--- config.mk ---
export PLATFORM = sky130hd
export DESIGN_NAME = mc_ctrl
export DESIGN_NICKNAME = d
export VERILOG_FILES = /design/src/rtl/mc_pkg.sv /design/src/rtl/mc_decode.sv /design/src/rtl/mc_ctrl.sv
export SDC_FILE = /design/constraint.sdc
export NUM_CORES = 1
export LEC_CHECK = 0
export ABC_CLOCK_PERIOD_IN_PS = 5000
export CORE_UTILIZATION = 40
export CTS_CLUSTER_DIAMETER = 30
export DETAILED_ROUTE_END_ITERATION = 7
export GPL_ROUTABILITY_DRIVEN = 0
export MAX_ROUTING_LAYER = met4
export PLACE_DENSITY_LB_ADDON = 0.25
export SLEW_MARGIN = 20
export SYNTH_ARGS = -nofsm -noshare
export SYNTH_HDL_FRONTEND = slang
export SYNTH_SLANG_ARGS = --single-unit
--- constraint.sdc ---
create_clock -name clk -period 5 [get_ports clk]
set_input_delay 0.5 -clock clk [delete_from_list [all_inputs] [get_ports clk]]
set_output_delay 0.5 -clock clk [all_outputs]
set_load 0.01 [all_outputs]
--- src/rtl/mc_pkg.sv ---
// mc_pkg
// Shared definitions for the multicycle MIPS-subset sequencer and its
// instruction decoder.
//   - Opcode and funct field values for the supported instructions
//   - Sequencer state encoding
//   - ALU operation select values
//   - Instruction class and static strobe bundle produced by mc_decode
package mc_pkg;

    localparam logic [5:0] OP_RTYPE = 6'b000000;
    localparam logic [5:0] OP_J     = 6'b000010;
    localparam logic [5:0] OP_BEQ   = 6'b000100;
    localparam logic [5:0] OP_ADDIU = 6'b001001;
    localparam logic [5:0] OP_LUI   = 6'b001111;
    localparam logic [5:0] OP_LW    = 6'b100011;
    localparam logic [5:0] OP_SW    = 6'b101011;

    localparam logic [5:0] FN_ADDU  = 6'b100001;
    localparam logic [5:0] FN_SUBU  = 6'b100011;

    localparam logic ALU_ADD = 1'b0;
    localparam logic ALU_SUB = 1'b1;

    typedef enum logic [2:0] {
        IDLE   = 3'd0,
        FETCH  = 3'd1,
        DECODE = 3'd2,
        EXEC   = 3'd3,
        MEM    = 3'd4,
        WB     = 3'd5,
        TRAP   = 3'd6
    } state_t;

    typedef enum logic [2:0] {
        CLS_JUMP    = 3'd0,
        CLS_BRANCH  = 3'd1,
        CLS_ALU     = 3'd2,
        CLS_LUI     = 3'd3,
        CLS_LOAD    = 3'd4,
        CLS_STORE   = 3'd5,
        CLS_ILLEGAL = 3'd6
    } inst_class_t;

    // Strobes that depend only on the instruction, not on the step it is in.
    // The sequencer decides in which state each of them is allowed through.
    typedef struct packed {
        logic jump;
        logic beq;
        logic write2rt;
        logic imm2alu;
        logic write_imm;
        logic read_data;
        logic mem_we;
        logic alu_op;
    } static_strobes_t;

endpackage

--- src/rtl/mc_decode.sv ---
// mc_decode
// Pure combinational instruction decoder. Classifies the instruction held in
// the IR and produces the per-instruction datapath strobes. The same block is
// used by the single-cycle control unit, which applies the strobes directly.
// Ports:
//   inst        in  32  instruction word (opcode inst[31:26], funct inst[5:0])
//   inst_class  out     instruction class, CLS_ILLEGAL if undecodable
//   strobes     out     static datapath strobes for this instruction
module mc_decode
    import mc_pkg::*;
(
    input  logic [31:0]     inst,
    output inst_class_t     inst_class,
    output static_strobes_t strobes
);

    logic [5:0] opcode;
    logic [5:0] funct;
    logic       unused_fields;

    assign opcode        = inst[31:26];
    assign funct         = inst[5:0];
    assign unused_fields = ^inst[25:6];

    // Register fields and immediates are routed straight to the datapath, so
    // only opcode and funct matter here. Any opcode/funct pair not listed
    // falls through to CLS_ILLEGAL with every strobe low.
    always_comb begin
        inst_class = CLS_ILLEGAL;
        strobes    = '0;
        case (opcode)
            OP_RTYPE: begin
                if (funct == FN_ADDU) begin
                    inst_class     = CLS_ALU;
                    strobes.alu_op = ALU_ADD;
                end else if (funct == FN_SUBU) begin
                    inst_class     = CLS_ALU;
                    strobes.alu_op = ALU_SUB;
                end
            end
            OP_J: begin
                inst_class   = CLS_JUMP;
                strobes.jump = 1'b1;
            end
            OP_BEQ: begin
                inst_class     = CLS_BRANCH;
                strobes.beq    = 1'b1;
                strobes.alu_op = ALU_SUB;
            end
            OP_ADDIU: begin
                inst_class       = CLS_ALU;
                strobes.write2rt = 1'b1;
                strobes.imm2alu  = 1'b1;
                strobes.alu_op   = ALU_ADD;
            end
            OP_LUI: begin
                inst_class        = CLS_LUI;
                strobes.write2rt  = 1'b1;
                strobes.write_imm = 1'b1;
            end
            OP_LW: begin
                inst_class        = CLS_LOAD;
                strobes.write2rt  = 1'b1;
                strobes.imm2alu   = 1'b1;
                strobes.read_data = 1'b1;
                strobes.alu_op    = ALU_ADD;
            end
            OP_SW: begin
                inst_class      = CLS_STORE;
                strobes.imm2alu = 1'b1;
                strobes.mem_we  = 1'b1;
                strobes.alu_op  = ALU_ADD;
            end
            default: begin
                inst_class = CLS_ILLEGAL;
            end
        endcase
    end

endmodule

--- src/rtl/mc_ctrl.sv ---
// mc_ctrl
// Multicycle sequencer for the MIPS-subset datapath. Walks each instruction
// through FETCH/DECODE/EXEC/MEM/WB, waits on the instruction and data memory
// acknowledges, and gates the decoder's strobes so that register, memory and
// PC writes each happen in exactly one step.
// Ports:
//   clk, rst              clock (rising edge), async active-high reset
//   inst                  IR contents, stable from DECODE onward
//   if_ack, mem_ack       memory acknowledges (ignored outside FETCH / MEM)
//   if_req, ir_we         instruction fetch request and IR load enable
//   pc_we                 PC load enable, only ever together with retire
//   mem_req               data memory request
//   cu_*                  datapath strobes, same meaning as the old control unit
//   retire, retired_cnt   completion pulse and wrapping completion counter
//   trap                  set while stopped on an illegal instruction
module mc_ctrl
    import mc_pkg::*;
#(
    parameter int CNT_W           = 32,
    parameter int TRAP_ON_ILLEGAL = 1
)(
    input  logic             clk,
    input  logic             rst,
    input  logic [31:0]      inst,
    input  logic             if_ack,
    input  logic             mem_ack,
    output logic             if_req,
    output logic             ir_we,
    output logic             pc_we,
    output logic             mem_req,
    output logic             cu_jump,
    output logic             cu_beq,
    output logic             cu_write2rt,
    output logic             cu_imm2alu,
    output logic             cu_write_imm,
    output logic             cu_read_data,
    output logic             cu_reg_we,
    output logic             cu_mem_we,
    output logic             cu_alu_op,
    output logic             retire,
    output logic [CNT_W-1:0] retired_cnt,
    output logic             trap
);

    state_t          state;
    state_t          next_state;
    inst_class_t     inst_class;
    static_strobes_t st;

    mc_decode u_decode (
        .inst       (inst),
        .inst_class (inst_class),
        .strobes    (st)
    );

    // State register. Reset drops any in-flight request because every request
    // output is decoded from the state and IDLE drives nothing.
    always_ff @(posedge clk or posedge rst) begin
        if (rst) begin
            state <= IDLE;
        end else begin
            state <= next_state;
        end
    end

    // Retired-instruction counter; wraps naturally at the top of its width.
    always_ff @(posedge clk or posedge rst) begin
        if (rst) begin
            retired_cnt <= '0;
        end else if (retire) begin
            retired_cnt <= retired_cnt + {{(CNT_W-1){1'b0}}, 1'b1};
        end
    end

    // Next-state and output decode. Every step that finishes an instruction
    // raises pc_we and retire together, so the PC only advances on completion.
    // Acks are looked at only in the state that issued the matching request.
    always_comb begin
        next_state   = state;
        if_req       = 1'b0;
        ir_we        = 1'b0;
        pc_we        = 1'b0;
        mem_req      = 1'b0;
        cu_jump      = 1'b0;
        cu_beq       = 1'b0;
        cu_write2rt  = 1'b0;
        cu_imm2alu   = 1'b0;
        cu_write_imm = 1'b0;
        cu_read_data = 1'b0;
        cu_reg_we    = 1'b0;
        cu_mem_we    = 1'b0;
        cu_alu_op    = ALU_ADD;
        retire       = 1'b0;
        trap         = 1'b0;

        case (state)
            IDLE: begin
                next_state = FETCH;
            end

            FETCH: begin
                if_req = 1'b1;
                if (if_ack) begin
                    ir_we      = 1'b1;
                    next_state = DECODE;
                end
            end

            DECODE: begin
                case (inst_class)
                    CLS_JUMP: begin
                        cu_jump    = st.jump;
                        pc_we      = 1'b1;
                        retire     = 1'b1;
                        next_state = FETCH;
                    end
                    CLS_BRANCH: begin
                        cu_beq     = st.beq;
                        cu_alu_op  = st.alu_op;
                        pc_we      = 1'b1;
                        retire     = 1'b1;
                        next_state = FETCH;
                    end
                    CLS_ALU, CLS_LUI: begin
                        next_state = EXEC;
                    end
                    CLS_LOAD, CLS_STORE: begin
                        next_state = MEM;
                    end
                    default: begin
                        if (TRAP_ON_ILLEGAL != 0) begin
                            next_state = TRAP;
                        end else begin
                            pc_we      = 1'b1;
                            retire     = 1'b1;
                            next_state = FETCH;
                        end
                    end
                endcase
            end

            EXEC: begin
                cu_write2rt  = st.write2rt;
                cu_imm2alu   = st.imm2alu;
                cu_write_imm = st.write_imm;
                cu_alu_op    = st.alu_op;
                cu_reg_we    = 1'b1;
                pc_we        = 1'b1;
                retire       = 1'b1;
                next_state   = FETCH;
            end

            MEM: begin
                mem_req    = 1'b1;
                cu_imm2alu = st.imm2alu;
                cu_alu_op  = st.alu_op;
                cu_mem_we  = st.mem_we;
                if (mem_ack) begin
                    if (inst_class == CLS_STORE) begin
                        pc_we      = 1'b1;
                        retire     = 1'b1;
                        next_state = FETCH;
                    end else begin
                        next_state = WB;
                    end
                end
            end

            WB: begin
                cu_write2rt  = st.write2rt;
                cu_read_data = st.read_data;
                cu_reg_we    = 1'b1;
                pc_we        = 1'b1;
                retire       = 1'b1;
                next_state   = FETCH;
            end

            TRAP: begin
                trap       = 1'b1;
                next_state = TRAP;
            end

            default: begin
                next_state = IDLE;
            end
        endcase
    end

endmodule
## Word-level counts from Yosys, hierarchy flattened

Index checks and enable logic that the tools add are counted.

- Flip-flop bits (word level): 35
- Bits of input ports: 36
- Logic and storage cells: 75

- Add/sub/neg operators: 1
- Equal/unequal tests: 21
- Mux-type cells: 39
- Reductions and logical operators: 12

Operators by type and width:

| cell | count |
|---|---|
| 32-bit by 1-bit adder with 32-bit output (second input constant) | 1 |
| 1-bit 2-to-1 mux | 28 |
| 6-bit == test (second input constant) | 4 |
| 3-bit case mux with 7 select lines | 1 |
| 3-bit == test (second input constant) | 5 |
| 3-bit 2-to-1 mux | 5 |
| 3-bit case mux with 5 select lines | 1 |
| 3-bit by 2-bit == test with 1-bit output (second input constant) | 4 |
| 6-bit by 4-bit == test with 1-bit output (second input constant) | 2 |
| 2-bit OR reduction | 5 |
| 3-bit case mux with 3 select lines | 1 |
| 3-bit OR reduction | 3 |
| 3-bit by 1-bit == test with 1-bit output (second input constant) | 2 |
| 6-bit by 2-bit == test with 1-bit output (second input constant) | 1 |
| 6-bit by 3-bit == test with 1-bit output (second input constant) | 1 |
| 3-bit logical NOT | 2 |
| 6-bit logical NOT | 1 |
| 2-bit inequality test (second input constant) | 2 |
| 1-bit case mux with 2 select lines | 2 |
| 1-bit case mux with 3 select lines | 1 |
| 2-bit AND reduction | 1 |

## Depth between registers and ports, before layout

Gate-level depths: netlist of run 1.

- Depth in word-level cells: 8
- Gate-level depth with buffers: 8

## By module

Synthesis of run 1 repeated with hierarchy kept, for this count alone.

- Cells, all modules: 208
- Area, all modules: 2,049.5 µm²

Modules (own cells, without submodules):

| module | instances | cells an instance | area each (µm²) | sequential area each (µm²) |
|---|---|---|---|---|
| mc_ctrl | 1 | 161 | 1,761.7 | 875.8 |
| mc_decode | 1 | 47 | 287.8 | 0.0 |

## Worst setup path before layout of run 1

Ideal clock, no wire load.

- Path kind: input to output
- Start: in inst[26]
- End: out cu_alu_op
- Arrival: 1.942 ns
- Data required time: 4.500 ns
- Path slack: 2.558 ns
- Stages on the path: 6
- Path buffers: 1
- Path through: buf_2 or3_1 or3_1 a21oi_1 nor2b_1 nor3_1

- Word-level cells in the longest chain between the ends: 5
- Elaborated cells on any way between the ends: 12
- Those cells by class: eq/ne (7); mux (4); reduce/logical (1)

Ends and longest elaborated chain:

| element | RTL line | text |
|---|---|---|
| start: declaration | mc_ctrl.sv:24 | `input logic [31:0] inst,` |
| 6-bit == test (tied with other cells) | mc_decode.sv:31 | `case (opcode)` |
| 3-bit case mux with 7 select lines | mc_decode.sv:31 |  |
| 3-bit by 1-bit == test with 1-bit output | mc_ctrl.sv:110 | `case (inst_class)` |
| 1-bit 2-to-1 mux | mc_ctrl.sv:110 |  |
| 1-bit case mux with 2 select lines (*) | mc_ctrl.sv:96 | `case (state)` |
| end: declaration | mc_ctrl.sv:39 | `output logic cu_alu_op,` |

Every way passes the cells marked *; elsewhere a longest branch is shown, timed or not.

## Worst setup path in the final report of run 1

- Start: in inst[28]
- End: out retire

- Word-level cells in the longest chain between the ends: 6
- Elaborated cells on any way between the ends: 16
- Those cells by class: eq/ne (8); mux (5); reduce/logical (3)

Ends and longest elaborated chain:

| element | RTL line | text |
|---|---|---|
| 6-bit == test (tied with other cells) | mc_decode.sv:31 |  |
| 3-bit case mux with 7 select lines (*) | mc_decode.sv:31 |  |
| 3-bit == test (tied with other cells) | mc_ctrl.sv:110, mc_ctrl.sv:159 |  |
| 1-bit 2-to-1 mux or 2-bit OR reduction (tied branches) | n/a |  |
| 1-bit 2-to-1 mux, on equally long branches | n/a |  |
| 1-bit case mux with 3 select lines (*) | mc_ctrl.sv:96 |  |
| end: declaration | mc_ctrl.sv:40 | `output logic retire,` |

Marked as above.

==> results.py, run 1 <==
metrics = {
    "setup_path": {
        "worstPathArrival_ps": 2920,
        "critPathLaunchType": "primary input",
        "end_kind": "primary output",
        "critPathMaxFanout": 17,
        "crit_top_cell": "clkdlybuf4s50_1",
        "reg2reg_slack_ps": 2810,
        "cp_slowest_cell": "clkdlybuf4s50_1",
        "critical_path_class": "primary input to primary output",
        "crit_chain": "clkdlybuf4s50_1 -> nand4bb_1 -> or3_4 -> and3_1 -> inv_1 -> clkdlybuf4s50_1",
        "critPathMaxStageDelay_ps": 640,
        "cp.required_ps": 4500,
    },
    "floorplanning": {
        "die_h_um": 73.58,
        "coreArea_um2": 4817,
        "chipWidth_um": 73.58,
        "dieArea_um2": 5414,
        "io_pins": 83,
        "num_rows": 25,
        "initial_core_util_pct": 42.55,
    },
    "routing": {
        "wl_mm": 4.364,
        "drtIter0Drc": 66,
        "final_antenna_net_count": 0,
        "vias": 1714,
        "wl_per_cell_um": 13.07,
        "vias_per_cell": 5.132,
        "dr.pass1.iters": 4,
        "drc_errors": 0,
    },
    "power_and_ir_drop": {
        "power.leakage_nw": 1.051,
        "p_sw_share_pct": 34.74,
        "internal_power_uw": 611.0,
        "ir_worst_vdd_uv": 227.3,
        "p_switching_uw": 325.2,
        "seqPwrFrac_pct": 40.4,
        "clkPwrFrac_pct": 21.8,
        "power_density_nw_per_um2": 338.7,
        "power_frac_comb_pct": 37.8,
    },
    "logic_synthesis": {
        "synth_top_area_cell": "dfrtp_1",
        "syn-cell-area_um2": 2049,
        "ys_warn_count": 0,
        "ys_seq_area_share_pct": 42.74,
        "synth_area_leaders": "dfrtp_1 43%, xor2_1 7.7%, xnor2_1 6.8%",
        "synth_cell_types": 46,
        "synth-seq-cells": 35,
        "synth_cells": 208,
        "synth.net_count": 245,
        "synth_top_area_share_pct": 42.74,
        "syn_area_per_cell_um2": 9.853,
    },
    "finish": {
        "drive_above_1_share_pct": 6.367,
        "final_cell_area_um2": 2764,
        "syn_to_final_growth_pct": 34.86,
        "antenna_cells": 0,
        "fill_cells": 449,
        "final_common_cell": "clkdlybuf4s50_1",
        "nets": 304,
        "final_cell_mix": "62 x clkdlybuf4s50_1, 35 x dfrtp_1, 19 x nand2_1",
    },
    "timing": {
        "slew_violations": 0,
        "fmaxAchievable_mhz": 292.6,
        "worst_pin_slew_ps": 794.8,
        "rsz0062_at_grt": "no",
        "fin_crit_ps": 3417,
        "final-hold-violation-count": 0,
        "slew_headroom_pct": 46.77,
        "setup_viol": 0,
        "fin_ws_ps": 1583,
        "tns_ps": 0,
        "finClkSkew_ps": 4.148,
        "fin_crit_sh_pct": 68.34,
    },
    "cts": {
        "cts_buffer_depth": 2,
        "cts_tree": "done",
        "clk_latency_ps": 280,
        "cts_sinks": 35,
        "root_buffer": "clkbuf_8",
        "htreeDepth": 2,
        "cts_buffers": 5,
        "postCtsSetupBuffers": 0,
        "clk_pin_slew_ps": 70,
        "cts.hold.buffers_added": 0,
        "post_cts_resized": 0,
    },
    "grt": {
        "antenna_found_initial": 0,
        "grtUsageTotal_pct": 17.85,
        "grt_pass1_wl_mm": 7.169,
        "grt_max_degree": 36,
        "grt-ovfl-total": 0,
        "grt_pass1_vias": 1550,
    },
    "place": {
        "place_ws_ps": 1577,
        "io_buffers": 62,
        "dpl-instance-area_um2": 2676,
        "dp_hpwl_mm": 3.141,
    },
    "outcome": {
        "status": "finished, final reports clean",
    },
    "hold_path": {
        "hp-class": "flop to flop",
    },
    "job": {
        "maxCapViolCount": 0,
    },
}
==> cells by family after synthesis <==
| group | count (synthesis) | share of synthesized area [%] |
|---|---|---|
| buffers and inverters | 16 | 5.067 |
| multiplexers | 1 | 0.5494 |
| flip-flops | 35 | 42.74 |
| AO/OA/AOI/OAI | 16 | 5.006 |
| XOR/XNOR | 34 | 14.53 |
| adder cells (fa/ha/maj) | 1 | 0.6104 |
| AND/OR/NAND/NOR | 105 | 31.50 |
==> layer usage <==
layer	track usage (%)	vias up	wire, µm
met1	22.35	784	2063
met5	-	-	0
met4	7.692	0	66
li1	-	857	-
met2	28.34	67	1984
met3	3.155	6	250
==> sequential cells by signal, summed over array words and instances, names as in the netlist <==
register	count
retired_cnt	32
state	3
==> cell type report <==
cell class	count	area [µm²]	area share (%)
clock buffers	6	82.58	2.988
multi-input cells	157	1070	38.71
repair buffers	63	628.1	22.73
inverters	5	18.77	0.6790
flip-flops and latches	35	875.8	31.69
clock inverters	1	5.005	0.1811
well taps	67	83.83	3.033
==> worst max-delay path: cells and delay by family <==
| family | cells | cell delay, ps |
|---|---|---|
| buffers and inverters | 3 | 1350 |
| and+or+nand+nor | 3 | 1070 |
==> power groups by stage <==
stage | clock (mW) | combinational [mW] | sequential (mW)
3_5_place_dp | 0 | 0.358 | 0.384
2_1_floorplan | 0 | 0.262 | 0.369
5_1_grt | 0.218 | 0.388 | 0.385
4_1_cts | 0.210 | 0.360 | 0.379
6_report | 0.204 | 0.354 | 0.378
3_3_place_gp | 0 | 0.351 | 0.383
==> final timing paths <==
check | startpoint | cells after the start | end
setup / recovery | inst[28] | 6 | retire
max in group asynchronous | rst | 3 | retired_cnt[19]$_DFFE_PP0P_
min in group asynchronous | rst | 3 | retired_cnt[28]$_DFFE_PP0P_
setup reg to reg | state[1]$_DFFE_PP0P_ | 5 | retired_cnt[7]$_DFFE_PP0P_
hold / removal | retired_cnt[31]$_DFFE_PP0P_ | 1 | retired_cnt[31]$_DFFE_PP0P_
hold reg to reg | retired_cnt[31]$_DFFE_PP0P_ | 1 | retired_cnt[31]$_DFFE_PP0P_
==> stage by stage <==
stage / instances / util, % / hold slack, ps / power, mW
after floorplan: 208 / - / 503.9 / 0.6313
after global placement: 327 / 55.56 / 454.5 / 0.7341
after detailed placement: 327 / 55.56 / 460.8 / 0.7418
after CTS: 334 / 57.38 / 470.3 / 0.9488
after global routing: 334 / 57.38 / 486.5 / 0.9916
final: 334 / 57.38 / 462.2 / 0.9362
==> cell usage after synthesis (all sizes together) <==
| master | n |
|---|---|
| and4 | 6 |
| o31a | 1 |
| a21boi | 1 |
| a22oi | 1 |
| nand4bb | 1 |
| nor2 | 9 |
| o22ai | 2 |
| nand4b | 1 |
| nor3 | 10 |
| nand4 | 8 |
| nand2b | 3 |
| and4bb | 1 |
| or3 | 6 |
| nand3 | 12 |
| and3 | 5 |
| inv | 5 |
| nor3b | 3 |
| xnor2 | 16 |
| and2b | 1 |
| clkbuf | 4 |
| nor2b | 3 |
| a21oi | 5 |
| or2b | 1 |
| o21ba | 1 |
| ha | 1 |
| xor2 | 18 |
| a31oi | 3 |
| o21a | 1 |
| nor4 | 8 |
| dfrtp | 35 |
| nor4b | 4 |
| o21ai | 1 |
| and2 | 2 |
| mux2 | 1 |
| nand2 | 19 |
| buf | 7 |
| nor4bb | 1 |
| or2 | 1 |
No activity file was read; power rests on OpenSTA's default activity.
==> run 2: changes to the inputs <==
ABC_CLOCK_PERIOD_IN_PS = 2750   (was 5000)
CORE_UTILIZATION = 39   (was 40)
clock period = 2.75 ns   (was 5 ns; I/O delays follow)
==> run 2 against run 1 <==
Compared with the run above: worst setup slack got worse by 1400 ps; sequential share of layout area shrank 1.4 points; hold slack worse by 69 ps; routed wire length rose by 1.3%; non-clock buffer count is 12 higher; flip-flop and latch count did not move; first-iteration DRC count grew 59%.
==> results.py, run 2 (synthesis gave the netlist of run 1 again) <==
metrics = {
    "outcome": {
        "status": "finished, final reports clean",
    },
    "cts": {
        "cts_buffer_depth": 2,
        "clk_latency_ps": 290,
        "postCtsSetupBuffers": 0,
        "cts_buffers": 5,
        "cts_sinks": 35,
        "cts.hold.buffers_added": 0,
        "htreeDepth": 2,
        "cts_tree": "done",
        "root_buffer": "clkbuf_8",
        "clk_pin_slew_ps": 70,
    },
    "floorplanning": {
        "coreArea_um2": 5075,
        "io_pins": 83,
        "initial_core_util_pct": 40.38,
        "chipWidth_um": 74.49,
        "num_rows": 26,
        "dieArea_um2": 5549,
        "die_h_um": 74.49,
    },
    "routing": {
        "drtIter0Drc": 105,
        "vias": 1768,
        "vias_per_cell": 5.051,
        "dr.pass1.iters": 4,
        "final_antenna_net_count": 0,
        "drc_errors": 0,
        "wl_per_cell_um": 12.63,
        "wl_mm": 4.422,
    },
    "timing": {
        "fin_crit_sh_pct": 91.88,
        "final-hold-violation-count": 0,
        "fin_ws_ps": 223.2,
        "slew_violations": 0,
        "slew_headroom_pct": 71.62,
        "setup_viol": 0,
        "worst_pin_slew_ps": 425.7,
        "tns_ps": 0,
        "whs_ps": 393.3,
        "fmaxAchievable_mhz": 395.8,
        "fin_crit_ps": 2527,
        "finClkSkew_ps": 5.822,
        "rsz0062_at_grt": "no",
    },
    "grt": {
        "grt_pass1_wl_mm": 7.583,
        "grt_pass1_vias": 1664,
        "grt-ovfl-total": 0,
        "grtUsageTotal_pct": 18.52,
        "grt_max_degree": 36,
        "antenna_found_initial": 0,
    },
    "setup_path": {
        "crit_chain": "clkdlybuf4s50_1 -> buf_4 -> nor3_1 -> nand4b_1 -> buf_4 -> and3_1 -> inv_1 -> clkdlybuf4s50_1",
        "critPathMaxStageDelay_ps": 540,
        "critPathLaunchType": "primary input",
        "critPathMaxFanout": 10,
        "critical_path_class": "primary input to primary output",
        "cp_slowest_cell": "clkdlybuf4s50_1",
        "worstPathArrival_ps": 2250,
        "end_kind": "primary output",
        "cp.required_ps": 2480,
    },
    "finish": {
        "final_cell_mix": "60 x clkdlybuf4s50_1, 35 x dfrtp_1, 19 x nand2_1",
        "antenna_cells": 0,
        "largest_reg_flops": 32,
        "final_common_cell": "clkdlybuf4s50_1",
        "drive_above_1_share_pct": 10.71,
        "fill_cells": 481,
        "syn_to_final_growth_pct": 41.15,
        "top_register": "retired_cnt",
        "biggestRegsByFlops": "retired_cnt x32, state x3",
        "nets": 316,
    },
    "place": {
        "dp_hpwl_mm": 3.329,
        "io_buffers": 62,
        "place_ws_ps": 104.3,
    },
    "power_and_ir_drop": {
        "ir_worst_vdd_uv": 349.9,
        "power.leakage_nw": 1.152,
        "power_density_nw_per_um2": 632.7,
    },
    "hold_path": {
        "hp-class": "primary input to asynchronous set/reset pin",
    },
    "job": {
        "maxCapViolCount": 0,
    },
}
-- run 2: timing repair --
action | in CTS | in global routing
endpoints found under the setup margin | 0 | 1
endpoints found under the hold margin | 0 | 0
resized for setup | 0 | 2
-- run 2: worst paths after layout --
path                                             start  cells past startpoint  slack (ps)                     endpoint
setup / recovery                              inst[26]                      8         220                       retire
hold / removal                                     rst                      3         390  retired_cnt[30]$_DFFE_PP0P_
setup reg to reg                  state[1]$_DFFE_PP0P_                      7         560  retired_cnt[25]$_DFFE_PP0P_
hold reg to reg            retired_cnt[31]$_DFFE_PP0P_                      1         470  retired_cnt[31]$_DFFE_PP0P_
max in group asynchronous                          rst                      3        2050  retired_cnt[26]$_DFFE_PP0P_
min in group clk           retired_cnt[31]$_DFFE_PP0P_                      1         470  retired_cnt[31]$_DFFE_PP0P_
-- run 2: power breakdown --
group / internal, mW / leakage [nW] / switching, mW / total (mW)
Combinational: 0.358 / 0.689 / 0.317 / 0.675
Clock: 0.293 / 0.0612 / 0.176 / 0.469
Sequential: 0.579 / 0.403 / 0.107 / 0.685
Total: 1.23 / 1.15 / 0.600 / 1.83
-- run 2: critical path: cells and delay by family --
family,cells,cell delay [ps]
buffers and inverters,5,1370
and+or+nand+nor,3,600
-- run 2: per-layer routing --
layer  wire [µm]  up-vias  GRT usage [%]
met3         178        8          3.930
met2        2110       49          28.73
met4          89        0          6.918
met1        2043      829          23.69
met5           0        -              -
li1            -      882              -
-- run 2: cell type report --
| class | instances | area (µm²) | area share [%] |
|---|---|---|---|
| tap | 70 | 87.58 | 3.028 |
| timing repair buffer | 75 | 723.2 | 25.00 |
| clock inverter | 2 | 35.03 | 1.211 |
| sequential | 35 | 875.8 | 30.28 |
| clock buffer | 6 | 82.58 | 2.855 |
| inverter | 5 | 18.77 | 0.6488 |
| multi-input combinational | 157 | 1070 | 36.98 |
-- run 2: stage by stage --
step	power [mW]	cell area, µm²	utilization [%]	cells
floorplan	1.148	2049	-	208
global placement	1.372	2770	54.59	342
detailed placement	1.379	2770	54.59	342
finish	1.830	2893	57.00	350
global route	1.946	2893	57.00	350
CTS	1.859	2888	56.90	350
==> run 3: changes to the inputs <==
CORE_UTILIZATION = 40   (was 39)
DONT_BUFFER_PORTS = 1   (was default)
==> run 3 against run 2 <==
Compared with the run above: critical path depth is 4 lower; via count is 14% lower; maximum frequency is 9.0% higher; sequential share of layout area is 10 points higher; utilization is 12 points lower; critical endpoint unchanged; highest routed layer unchanged; global-route usage is 1.5 points lower; clock skew is 1.1 ps higher.
==> results.py, run 3 (synthesis gave the netlist of run 1 again) <==
metrics = {
    "finish": {
        "final_cell_mix": "35 x dfrtp_1, 19 x nand2_1, 18 x xor2_1",
        "biggestRegsByFlops": "retired_cnt x32, state x3",
        "largest_reg_flops": 32,
        "antenna_cells": 0,
        "multi_input_area_um2": 1070,
        "post-route-util_pct": 44.81,
        "final_common_cell": "dfrtp_1",
        "fill_cells": 502,
        "final-seq-area_um2": 875.8,
        "drive_above_1_share_pct": 9.179,
        "syn_to_final_growth_pct": 5.311,
        "nets": 244,
        "top_register": "retired_cnt",
        "layoutNonFillerInstCount": 274,
    },
    "cts": {
        "post_cts_resized": 0,
        "cts_buffers": 5,
        "cts_sinks": 35,
        "cts.hold.buffers_added": 0,
        "root_buffer": "clkbuf_8",
        "cts_tree": "done",
        "clk_pin_slew_ps": 70,
        "clk_latency_ps": 290,
        "postCtsSetupBuffers": 0,
        "cts_buffer_depth": 2,
        "htreeDepth": 2,
    },
    "floorplanning": {
        "die_h_um": 73.58,
        "dieArea_um2": 5414,
        "coreArea_um2": 4817,
        "chipWidth_um": 73.58,
        "io_pins": 83,
        "initial_core_util_pct": 42.55,
        "num_rows": 25,
    },
    "grt": {
        "grt_max_degree": 22,
        "antenna_found_initial": 0,
        "grtUsageTotal_pct": 17.03,
        "grt_pass1_wl_mm": 6.858,
        "grt_pass1_vias": 1444,
        "grt-ovfl-total": 0,
    },
    "timing": {
        "fmaxAchievable_mhz": 431.2,
        "tns_ps": 0,
        "worst_pin_slew_ps": 793.1,
        "slew_violations": 0,
        "final-hold-violation-count": 0,
        "finClkSkew_ps": 6.962,
        "rsz0062_at_grt": "no",
        "setup_viol": 0,
        "fin_crit_ps": 2319,
        "whs_ps": 21.93,
        "slew_headroom_pct": 47.07,
        "fin_crit_sh_pct": 84.33,
    },
    "power_and_ir_drop": {
        "ir_worst_vdd_uv": 367.0,
        "power_density_nw_per_um2": 695.4,
        "power.leakage_nw": 0.8264,
        "total_power_mw": 1.501,
    },
    "setup_path": {
        "critPathLaunchType": "flop",
        "reg2regPathDepth": 5,
        "r2r_end": "retired_cnt[31]$_DFFE_PP0P_",
        "cp_slowest_cell": "and3_1",
        "crit_chain": "nor3b_1 -> nand4b_1 -> and3_1 -> inv_1",
        "end_kind": "primary output",
        "crit_family": "simple AND/OR/NAND/NOR gates",
        "worst-path-buf-inv": 1,
        "r2r_start": "state[1]$_DFFE_PP0P_",
        "reg2reg_slack_ps": 610,
        "critPathMaxFanout": 17,
        "worstPathArrival_ps": 2040,
        "critical_path_class": "flop to primary output",
        "cp.required_ps": 2480,
        "critPathMaxStageDelay_ps": 640,
    },
    "routing": {
        "vias_per_cell": 5.522,
        "vias": 1513,
        "final_antenna_net_count": 0,
        "wl_per_cell_um": 14.93,
        "drtIter0Drc": 55,
        "dr.pass1.iters": 4,
        "wl_mm": 4.091,
        "drc_errors": 0,
    },
    "hold_path": {
        "hp-class": "primary input to asynchronous set/reset pin",
    },
    "outcome": {
        "status": "finished, final reports clean",
    },
    "job": {
        "maxCapViolCount": 0,
    },
    "place": {
        "io_buffers": 0,
        "place_inst": 267,
        "dp_hpwl_mm": 2.941,
    },
}
run 3: cell types whose count changed in the layout (fill, tap and decap cells not counted):
cell	change
buf_4	-10
bufinv_16	-1
clkdlybuf4s50_1	-60
dlymetal6s2s_1	-2
run 3: worst max-delay path by stage:
| stage | from | slack, ps | depth (start not counted) | endpoint |
|---|---|---|---|---|
| 4_1_cts | state[1]$_DFFE_PP0P_ | 370 | 4 | retire |
| 3_3_place_gp | state[1]$_DFFE_PP0P_ | 570 | 5 | retired_cnt[31]$_DFFE_PP0P_ |
| 2_1_floorplan | inst[26] | 760 | 6 | cu_alu_op |
| 6_report | state[1]$_DFFE_PP0P_ | 430 | 4 | retire |
| 3_5_place_dp | state[1]$_DFFE_PP0P_ | 570 | 5 | retired_cnt[25]$_DFFE_PP0P_ |
| 5_1_grt | state[1]$_DFFE_PP0P_ | 200 | 5 | cu_alu_op |
run 3: per-stage QoR:
step | setup WS (ps) | cell area (µm²)
2_1_floorplan | 758.4 | 2049
3_3_place_gp | 572.5 | 2071
3_5_place_dp | 569.3 | 2071
4_1_cts | 371.7 | 2158
5_1_grt | 200.0 | 2158
6_report | 430.8 | 2158
run 3: layout make-up:
type | instances | share of cell area (%)
Clock buffer | 6 | 3.826
Tap cell | 67 | 3.884
Multi-Input combinational cell | 157 | 49.57
Sequential cell | 35 | 40.58
Timing Repair Buffer | 3 | 1.043
Clock inverter | 1 | 0.2319
Inverter | 5 | 0.8696
run 3: power breakdown:
group          internal, mW  switching [mW]
Sequential            0.578           0.135
Combinational         0.169           0.242
Clock                 0.196           0.180
run 3: layer usage:
layer	share of wire, %	GRT usage [%]
met1	47	21.39
met2	45	25.69
met3	6.7	5.624
met4	1.3	5.769
met5	0	-
